## config.mk

```make
export PLATFORM = sky130hd
export DESIGN_NAME = sram_frame_init
export DESIGN_NICKNAME = d
export VERILOG_FILES = /design/src/rtl/sram_frame_init.sv
export SDC_FILE = /design/constraint.sdc
export NUM_CORES = 1
export LEC_CHECK = 0
export CORE_MARGIN = 4
export CORE_UTILIZATION = 40
export DETAILED_ROUTE_END_ITERATION = 7
export GPL_ROUTABILITY_DRIVEN = 0
export SYNTH_ARGS = -nofsm -noshare
export SYNTH_HDL_FRONTEND = slang
export SYNTH_SLANG_ARGS = --single-unit
export TNS_END_PERCENT = 5
```

## constraint.sdc

```tcl
create_clock -name i_Clk -period 6.55 [get_ports i_Clk]
set_input_delay 1.31 -clock i_Clk [delete_from_list [all_inputs] [get_ports i_Clk]]
set_output_delay 1.31 -clock i_Clk [all_outputs]
set_load 0.005 [all_outputs]
```

## src/rtl/sram_frame_init.sv

```systemverilog
// sram_frame_init: walks every pixel of a WIDTH x HEIGHT frame and writes its fixed-point seed word to SRAM
// Ports:
//   i_Clk, i_Reset      clock, synchronous active-high reset
//   i_Start             one-cycle start request, honoured only when idle
//   i_XLookat/i_YLookat signed frame centre, sampled on an accepted start
//   i_XInc/i_YInc       signed per-column / per-row step, sampled on an accepted start
//   i_WrReady           arbiter accepts the current write
//   o_WrEn/o_WrAddr/o_WrData  write request, {row, col}, {1'b0, x field, y field}
//   o_Busy              high while setting up and writing
//   o_Done              one-cycle pulse after the last accepted write
module sram_frame_init #(
    parameter int WIDTH    = 800,
    parameter int HEIGHT   = 480,
    parameter int X_ADDR_W = 10,
    parameter int Y_ADDR_W = 9,
    parameter int ACC_W    = 18,
    parameter int XW       = 8,
    parameter int YW       = 7
) (
    input  logic                         i_Clk,
    input  logic                         i_Reset,
    input  logic                         i_Start,
    input  logic [ACC_W-1:0]             i_XLookat,
    input  logic [ACC_W-1:0]             i_YLookat,
    input  logic [ACC_W-1:0]             i_XInc,
    input  logic [ACC_W-1:0]             i_YInc,
    input  logic                         i_WrReady,
    output logic                         o_WrEn,
    output logic [X_ADDR_W+Y_ADDR_W-1:0] o_WrAddr,
    output logic [XW+YW:0]               o_WrData,
    output logic                         o_Busy,
    output logic                         o_Done
);
    typedef enum logic [1:0] {IDLE, SETUP, WRITE, DONE} state_t;
    state_t state, state_nx;
    logic [ACC_W-1:0] x_look, y_look, x_inc, y_inc;
    logic [ACC_W-1:0] x_start, acc_x, acc_y, x_setup, y_setup;
    logic [X_ADDR_W-1:0] col;
    logic [Y_ADDR_W-1:0] row;
    logic fire, last_col, last_row;

    // Unsigned arithmetic here is the same two's complement result modulo 2^ACC_W.
    assign x_setup  = x_look - x_inc * ACC_W'(WIDTH >> 1);
    assign y_setup  = y_look - y_inc * ACC_W'(HEIGHT >> 1);
    assign fire     = state == WRITE && i_WrReady;
    assign last_col = col == X_ADDR_W'(WIDTH - 1);
    assign last_row = row == Y_ADDR_W'(HEIGHT - 1);

    always_ff @(posedge i_Clk) begin
        state <= i_Reset ? IDLE : state_nx;
    end

    always_comb begin
        state_nx = state == IDLE  ? (i_Start ? SETUP : IDLE) :
                   state == SETUP ? WRITE :
                   state == WRITE ? (fire && last_col && last_row ? DONE : WRITE) :
                   IDLE;
    end

    always_comb begin
        o_WrEn   = state == WRITE;
        o_Busy   = state == SETUP || state == WRITE;
        o_Done   = state == DONE;
        o_WrAddr = state == WRITE ? {row, col} : '0;
        o_WrData = state == WRITE ? {1'b0, acc_x[ACC_W-1 -: XW], acc_y[ACC_W-1 -: YW]} : '0;
    end

    // Datapath needs no reset: every output it feeds is gated by the WRITE state.
    always_ff @(posedge i_Clk) begin
        if (state == IDLE && i_Start) begin
            x_look <= i_XLookat;
            y_look <= i_YLookat;
            x_inc  <= i_XInc;
            y_inc  <= i_YInc;
        end
        if (state == SETUP) begin
            x_start <= x_setup;
            acc_x   <= x_setup;
            acc_y   <= y_setup;
            col     <= '0;
            row     <= '0;
        end
        if (fire) begin
            if (!last_col) begin
                col   <= col + X_ADDR_W'(1);
                acc_x <= acc_x + x_inc;
            end else begin
                col   <= '0;
                acc_x <= x_start;
                if (!last_row) begin
                    row   <= row + Y_ADDR_W'(1);
                    acc_y <= acc_y + y_inc;
                end
            end
        end
    end
endmodule

```

---- Word-level counts from Yosys, hierarchy flattened ----
Cells that the tools add are included.
cells by class
  add/sub/neg operators ................... 6
  reductions and logical operators ........ 7
  multipliers ............................. 2
  multiplexer cells ....................... 21
  eq/ne operators ......................... 5
operators with widths
  operator               count
  $mux 18                7
  $add 18x18->18         2
  $mux 9                 4
  $sub 18x18->18         2
  $mux 10                3
  $mux 19                1
  $mul 18x4->14 const B  1
  $mul 18x5->14 const B  1
  $mux 15                1
  $add 10x1->10 const B  1
  $eq 10x10->1 const B   1
  $add 9x1->9 const B    1
  $eq 9x9->1 const B     1
  $mux 2                 3
  $eq 2x2->1 const B     2
  $logic_and 1x1->1      4
  $eq 2x1->1 const B     1
  $logic_not 2->1        1
  $mux 1                 2
  $reduce_bool 2->1      1
  $logic_or 1x1->1       1
storage, ports and cells
  output and inout port bits .............. 38
  register bits after elaboration ......... 147
  logic and storage cells ................. 51

---- Depth between registers and ports, before layout ----
Gate-level depths: netlist of run 1.
  word-level depth ........................ 8
  gate-level depth with buffers ........... 20

---- Least setup slack after synthesis of run 1 ----
OpenSTA, ideal clock, no wires.
  kind .................................... reg2reg
  from .................................... register y_inc[3]
  to ...................................... register acc_y[17]
  arrival time ............................ 4.638 ns
  data required time ...................... 6.483 ns
  setup time .............................. 0.067 ns
  buffers on the path ..................... 0
  setup slack ............................. 1.845 ns
  clock period less this slack ............ 4.705 ns
  stages on the path, launching flop included .. 21
  cell sequence ........................... edfxtp_1 -> inv_1 -> fa_1 -> fa_1 -> inv_1 -> ha_1 -> nor2b_1 -> o21ai_0 -> a21oi_1 -> o21ai_0 -> nand2_1 -> xnor2_1 -> ha_1 -> nand2_1 -> o21ai_0 -> a21o_1 -> a31o_1 -> or4_4 -> a31o_1 -> a311o_1 -> o21ai_2
on the way
  longest elaborated chain between the ends .. 6
ends and longest elaborated chain
  element                 line  text
  from (decl)             36    logic [ACC_W-1:0] x_look, y_look, x_inc, y_inc;
  from (signal assigned)  74    y_inc <= i_YInc;
  $mul 18x4->14           44    assign y_setup = y_look - y_inc * ACC_W'(HEIGHT >> 1);
  $sub 18x18->18          44
  $mux 18                 76    if (state == SETUP) begin
  $mux 18                 90    if (!last_row) begin
  $mux 18                 84    if (!last_col) begin
  $mux 18 *               83    if (fire) begin
  to (signal assigned)    79    acc_y <= y_setup;
  to (signal assigned)    92    acc_y <= acc_y + y_inc;
  to (decl)               37    logic [ACC_W-1:0] x_start, acc_x, acc_y, x_setup, y_setup;
Mark *: on every way between the ends. The rest lies on a longest branch, timed or not.
A chain may end at the register's enable or synchronous reset.

---- Final worst setup path of run 1 ----
  from .................................... register y_inc[5]
  to ...................................... register acc_y[17]
The elaborated chain is that of the path after synthesis.

==> results of run 1 <==
-- how the worst max path moves through the flow --
stage                     startpoint         to  slack (ns)
after floorplan             y_inc[3]  acc_y[17]        1.85
after global placement      y_inc[3]  acc_y[17]        1.57
after detailed placement    y_inc[3]  acc_y[17]        1.57
after CTS                   y_inc[3]  acc_y[17]        1.51
after global routing        y_inc[3]  acc_y[17]        1.12
final                       y_inc[5]  acc_y[17]        1.53
-- routing by layer --
metal  vias up  routed length [um]  track usage [%]
met1      3606               10900             22.0
met5         -                   0                0
met3        17                 849             3.31
met4         0                 259             4.20
met2       133               11800             29.6
li1       3792                   -                -
-- power groups by stage --
stage	combinational [mW]	clock [mW]	sequential [mW]
final	1.96	0.942	1.29
after CTS	1.97	0.963	1.29
after global routing	2.23	1.00	1.30
after global placement	1.93	0	1.31
after floorplan	1.55	0	1.27
after detailed placement	1.95	0	1.31
-- worst max-delay path, delay by kind of cell, from the launching register on --
kind	cells	cell delay, ns
AOI/OAI and AO/OA	10	1.76
xor gates and xnor gates	1	0.17
adders and majority gates	4	1.57
buffers and inverters	2	0.26
DFF	1	0.41
and+or+nand+nor	2	0.76
-- final cells by class --
cell class / count / share of cell area (%)
inverters: 102 / 3.12
clock inverters: 14 / 0.958
repair buffers: 116 / 9.38
clock buffers: 18 / 3.58
multi-input cells: 733 / 46.0
flip-flops and latches: 147 / 33.6
well taps: 330 / 3.36
-- synth_stat cells (14+ instances only) --
cell | instances | area, um^2
nor2b_1 | 14 | 87.6
inv_1 | 102 | 383
o21a_1 | 15 | 113
ha_1 | 108 | 1350
a31oi_1 | 14 | 87.6
nand3_1 | 22 | 110
a21o_1 | 21 | 158
nor3_1 | 20 | 100
xnor2_1 | 47 | 412
xor2_1 | 33 | 289
o21ai_0 | 57 | 285
nand2_1 | 66 | 248
a21oi_1 | 64 | 320
fa_1 | 33 | 661
nor2_1 | 61 | 229
dfxtp_1 | 29 | 581
clkbuf_1 | 16 | 60.1
edfxtp_1 | 118 | 3540
and2_1 | 40 | 250
-- cell usage in the layout (no fill, tap or decap), types with 7 or more instances in the layout --
cell	n
nand2_1	66
dfxtp_1	29
edfxtp_1	118
a21oi_1	64
inv_1	101
and3_1	11
a21o_1	21
nand3_1	22
nor2_1	61
xor2_1	33
a31oi_1	14
ha_1	107
clkbuf_16	17
o21a_1	15
nand2b_1	9
and2_1	40
o211ai_1	7
clkdlybuf4s50_1	112
fa_1	33
nor3_1	20
a211oi_1	8
nor2b_1	14
xnor2_1	47
o21ai_0	57
mux2i_1	10
-- cells by family (layout without fill, tap and decap cells) --
| group | after synthesis | count (layout) |
|---|---|---|
| buffers and inverters | 122 | 250 |
| muxes | 11 | 11 |
| AOI/OAI and AO/OA | 229 | 229 |
| and+or+nand+nor | 271 | 271 |
| other | 1 | 1 |
| xor gates and xnor gates | 80 | 80 |
| DFF | 147 | 147 |
| adders and majority gates | 141 | 141 |
-- state kept, by name (all words and copies together) (netlist names) --
| name | count |
|---|---|
| acc_x | 18 |
| x_inc | 18 |
| col | 10 |
| row | 9 |
| y_look | 18 |
| x_start | 18 |
| x_look | 18 |
| acc_y | 18 |
| y_inc | 18 |
| state | 2 |
-- per-stage QoR --
stage	hold slack, ns	cell area (um^2)	cells	utilization [%]
detailed placement	0.434	11700	1428	46.5
floorplan	0.426	10200	1002	-
global placement	0.433	11700	1428	46.5
CTS	0.453	12300	1460	48.8
finish	0.451	12300	1460	48.8
global route	0.464	12300	1460	48.8
==> results.py, run 1 <==
metrics = {
    "run_status": {
        "status": "completed",
    },
    "routing": {
        "wirelength_mm": 23.8,
        "first_iter_violations": 341,
        "viasPerCell": 5.17,
        "post_drt_wl_per_cell_um": 16.3,
        "ant_nets": 0,
        "dr.pass1.iters": 5,
        "drcViolationCount": 0,
        "num_vias": 7548,
    },
    "min_path": {
        "hp-class": "reg2reg",
        "hold_end": "x_start[0]",
        "hold_depth": 0,
        "holdCritStartpoint": "x_look[0]",
    },
    "synth": {
        "yosysWarnings": 0,
        "syn_avg_cell_area_um2": 10.2,
        "synth_simple_gate_area_share_pct": 13.2,
        "ys_types": 67,
        "synth_top_family_by_area": "adder cells",
        "synth.area.mux_share_pct": 1.09,
        "ys_ff_latch": 147,
        "synth_area_um2": 10200,
        "async_reset_ff_share_pct": 0,
        "synth_xor_area_share_pct": 6.84,
        "synth-compound-area-share_pct": 14.2,
        "ys.flop_type": "edfxtp_1",
        "syn-num-nets": 1219,
        "synthAdderAreaFrac_pct": 19.6,
        "netlist_instances": 1002,
        "yosysSeqAreaShare_pct": 40.2,
        "synth_edf_count": 118,
    },
    "timing": {
        "slew_violations": 0,
        "max_clock_freq_ghz": 0.199,
        "finalCriticalPeriod_ns": 5.02,
        "slew_headroom_pct": 31.7,
        "worst_slack_ns": 1.53,
        "rsz0062_at_grt": "no",
        "finalClockSkew_ns": 0.0110,
        "worst_pin_slew_ns": 1.02,
        "hold_violations": 0,
        "finalSetupViolations": 0,
        "period_share_pct": 76.6,
        "fin_setup_tns_ns": 0,
    },
    "finish": {
        "diodes": 0,
        "nets": 1334,
        "regArea_um2": 4120,
        "multi_input_area_um2": 5650,
        "nFillCells": 2334,
        "syn2layout_area_growth_pct": 19.8,
        "final_layout_size_suffix_gt1_share_pct": 4.42,
    },
    "worst_setup_path": {
        "critical_path.cell_chain": "inv_1, fa_1, fa_1, inv_1, ha_1, or2_2, a21oi_1, a21oi_1, a21oi_1, xor2_1, ha_1, a21oi_1, o21ai_0, a21o_1, a31o_1, or4_4, a31o_1, a311o_1, o21ai_2",
        "rr_endpoint": "acc_y[17]",
        "r2r_cells": 19,
        "crit_type": "reg2reg",
        "worstPathArrival_ns": 5.38,
        "worst-path-max-fanout": 4,
        "cpMaxStageDelayCell": "fa_1",
        "critPathCaptureType": "register",
        "crit_top_cell": "a21oi_1",
        "critical_path_required_ns": 6.91,
        "r2r_slack_ns": 1.53,
        "critPathLaunchType": "register",
        "slowest_delay_ns": 0.51,
        "regToRegStartpoint": "y_inc[5]",
    },
    "placement": {
        "numPortBuffers": 112,
        "hpwl_mm": 17.8,
        "place_ws_ns": 1.57,
    },
    "floorplanning": {
        "rows": 58,
        "start_util_pct": 40.7,
        "core_area_um2": 25200,
        "dieArea_um2": 28200,
        "die_w_um": 168,
        "die_y_um": 168,
        "io_pins": 114,
    },
    "power_and_ir_drop": {
        "power.density_nw_per_um2": 341,
        "vdd_drop_max_uv": 157,
        "seqPwrFrac_pct": 30.7,
        "p_leak_nw": 5.03,
        "p_sw_mw": 1.58,
        "power_mw": 4.19,
        "p_comb_share_pct": 46.8,
        "intPower_mw": 2.61,
        "sw_frac_of_total_pct": 37.7,
        "clkPwrFrac_pct": 22.5,
    },
    "cts": {
        "clk_latency_ns": 0.43,
        "tritoncts": "built",
        "postCtsSetupBuffers": 0,
        "cts_resized": 0,
        "clkTransAtPathRegs_ns": 0.07,
        "clock-sinks": 147,
        "htreeDepth": 4,
        "cts-root-buf": "clkbuf_16",
        "clock_path_buffers": 2,
        "cts_inserted_buffers": 17,
        "cts-hold-fix-buffers": 0,
    },
    "global_route": {
        "grt_pass1_wl_mm": 38.4,
        "track_usage_pct": 17.0,
        "overflow": 0,
        "antenna_found_initial": 0,
        "grt_max_degree": 50,
        "first_global_vias": 7499,
    },
    "job": {
        "drv_cap": 0,
    },
}
No activity file was read; power rests on OpenSTA's default activity.
==> run 2, diff against run 1 <==
- clock period: 6.55 -> 4.6 ns (I/O delays scaled with it)
==> results.py, run 2 (synthesis gave the netlist of run 1 again) <==
metrics = {
    "run_status": {
        "status": "finished, violations left",
        "violations": "setup timing",
    },
    "global_route": {
        "antenna_found_initial": 0,
        "overflow": 0,
        "grt_pass1_wl_mm": 38.7,
        "grt_max_degree": 49,
        "first_global_vias": 7451,
        "track_usage_pct": 17.2,
    },
    "worst_setup_path": {
        "crit_family": "adder cells",
        "r2r_slack_ns": -0.11,
        "rr_endpoint": "acc_y[17]",
        "slowest_delay_ns": 0.61,
        "critPathLaunchType": "register",
        "critical_path.cell_chain": "fa_1, fa_1, ha_1, a211o_1, o211ai_1, a21oi_1, a21oi_1, xor2_1, ha_1, buf_4, and3_2, a31o_1, or4_4, a31o_1, a311o_1, o21ai_2",
        "worst-path-max-fanout": 4,
        "crit_type": "reg2reg",
        "cp_num_buf_inv": 1,
        "worstPathArrival_ns": 5.07,
        "critical_path_required_ns": 4.96,
        "regToRegStartpoint": "y_inc[1]",
        "critPathCaptureType": "register",
        "r2r_cells": 16,
        "cpMaxStageDelayCell": "fa_1",
    },
    "routing": {
        "dr.pass1.iters": 5,
        "num_vias": 7609,
        "post_drt_wl_per_cell_um": 16.1,
        "ant_nets": 0,
        "first_iter_violations": 340,
        "drcViolationCount": 0,
        "wirelength_mm": 24.1,
        "viasPerCell": 5.08,
    },
    "finish": {
        "final_area_um2": 12600,
        "final_layout_size_suffix_gt1_share_pct": 8.55,
        "diodes": 0,
        "nets": 1374,
        "layout_common_cells": "edfxtp_1, clkdlybuf4s50_1, ha_1",
        "layout_commonest_cell": "edfxtp_1",
        "final_util_pct": 50.1,
        "syn2layout_area_growth_pct": 23.2,
    },
    "cts": {
        "cts-root-buf": "clkbuf_16",
        "clock-sinks": 147,
        "cts_inserted_buffers": 17,
        "cts-hold-fix-buffers": 0,
        "tritoncts": "built",
        "clkTransAtPathRegs_ns": 0.07,
        "htreeDepth": 4,
        "clock_path_buffers": 2,
        "clk_latency_ns": 0.43,
    },
    "timing": {
        "whs_ns": 0.449,
        "finalSetupViolations": 1,
        "slew_headroom_pct": 35.9,
        "hold_violations": 0,
        "worst_pin_slew_ns": 0.961,
        "worst_slack_ns": -0.112,
        "period_share_pct": 102,
        "rsz0062_at_grt": "yes",
        "finalCriticalPeriod_ns": 4.71,
        "max_clock_freq_ghz": 0.212,
        "finalClockSkew_ns": 0.0100,
        "slew_violations": 0,
    },
    "power_and_ir_drop": {
        "vdd_drop_max_uv": 275,
        "power.density_nw_per_um2": 498,
        "p_leak_nw": 5.22,
    },
    "job": {
        "drv_cap": 0,
    },
    "floorplanning": {
        "core_area_um2": 25200,
        "die_y_um": 168,
        "rows": 58,
        "start_util_pct": 40.7,
        "dieArea_um2": 28200,
        "io_pins": 114,
        "die_w_um": 168,
    },
    "placement": {
        "placed_area_um2": 12000,
        "numPortBuffers": 112,
        "hpwl_mm": 18.4,
    },
    "min_path": {
        "hold_end": "x_start[3]",
        "hp-class": "reg2reg",
        "holdCritStartpoint": "x_look[3]",
        "hold_depth": 0,
    },
}
-- run 2: power breakdown --
part / switching, mW / internal, mW
sequential: 0.107 / 1.72
combinational: 1.63 / 1.45
clock: 0.582 / 0.794
total: 2.32 / 3.97
-- run 2: stage by stage --
| stage | power, mW | setup slack [ns] | setup TNS [ns] | std cells |
|---|---|---|---|---|
| final | 6.28 | -0.112 | -0.112 | 1499 |
| after global routing | 6.77 | -0.378 | -0.578 | 1499 |
| after CTS | 6.31 | -0.125 | -0.125 | 1498 |
| after floorplan | 4.03 | 0.0615 | 0 | 1002 |
| after detailed placement | 4.89 | -0.152 | -0.152 | 1465 |
| after global placement | 4.87 | -0.0908 | -0.0908 | 1465 |
-- run 2: repair_timing --
item | CTS | global route
resized for setup | 1 | 8
endpoints found under the setup margin | 1 | 5
setup buffers | 2 | 1
pin swaps | 10 | 10
-- run 2: how the worst max path moves through the flow --
stage / startpoint / to / slack (ns) / depth (start not counted)
after floorplan: y_inc[1] / acc_y[17] / 0.06 / 17
after global placement: y_inc[1] / acc_y[17] / -0.09 / 17
after detailed placement: y_inc[1] / acc_y[17] / -0.15 / 17
after CTS: y_inc[1] / acc_y[17] / -0.12 / 17
after global routing: y_inc[1] / acc_y[17] / -0.38 / 17
final: y_inc[1] / acc_y[17] / -0.11 / 16
-- run 2: metal layers --
metal / global-route usage (%) / share of wire (%) / up-vias
met1: 23.1 / 47 / 3583
met5: 0 / 0 / -
met3: 2.98 / 3.3 / 24
li1: - / - / 3872
met2: 29.2 / 48 / 130
met4: 4.34 / 1.4 / 0
-- run 2: layout make-up --
type	count	area, um^2
flip-flops and latches	147	4120
clock inverters	13	136
clock buffers	18	429
fillers	2327	12600
repair buffers	156	1460
well taps	330	413
inverters	102	383
multi-input cells	733	5680
-- run 2: worst register-to-register path, delay by kind of cell, from the launching register on --
family                   cells  cell delay (ns)
buffers and inverters        1             0.15
AND/OR/NAND/NOR              2             0.69
AO/OA/AOI/OAI                8             1.50
adder cells (fa/ha/maj)      4             1.67
flip-flops                   1             0.45
XOR/XNOR                     1             0.19
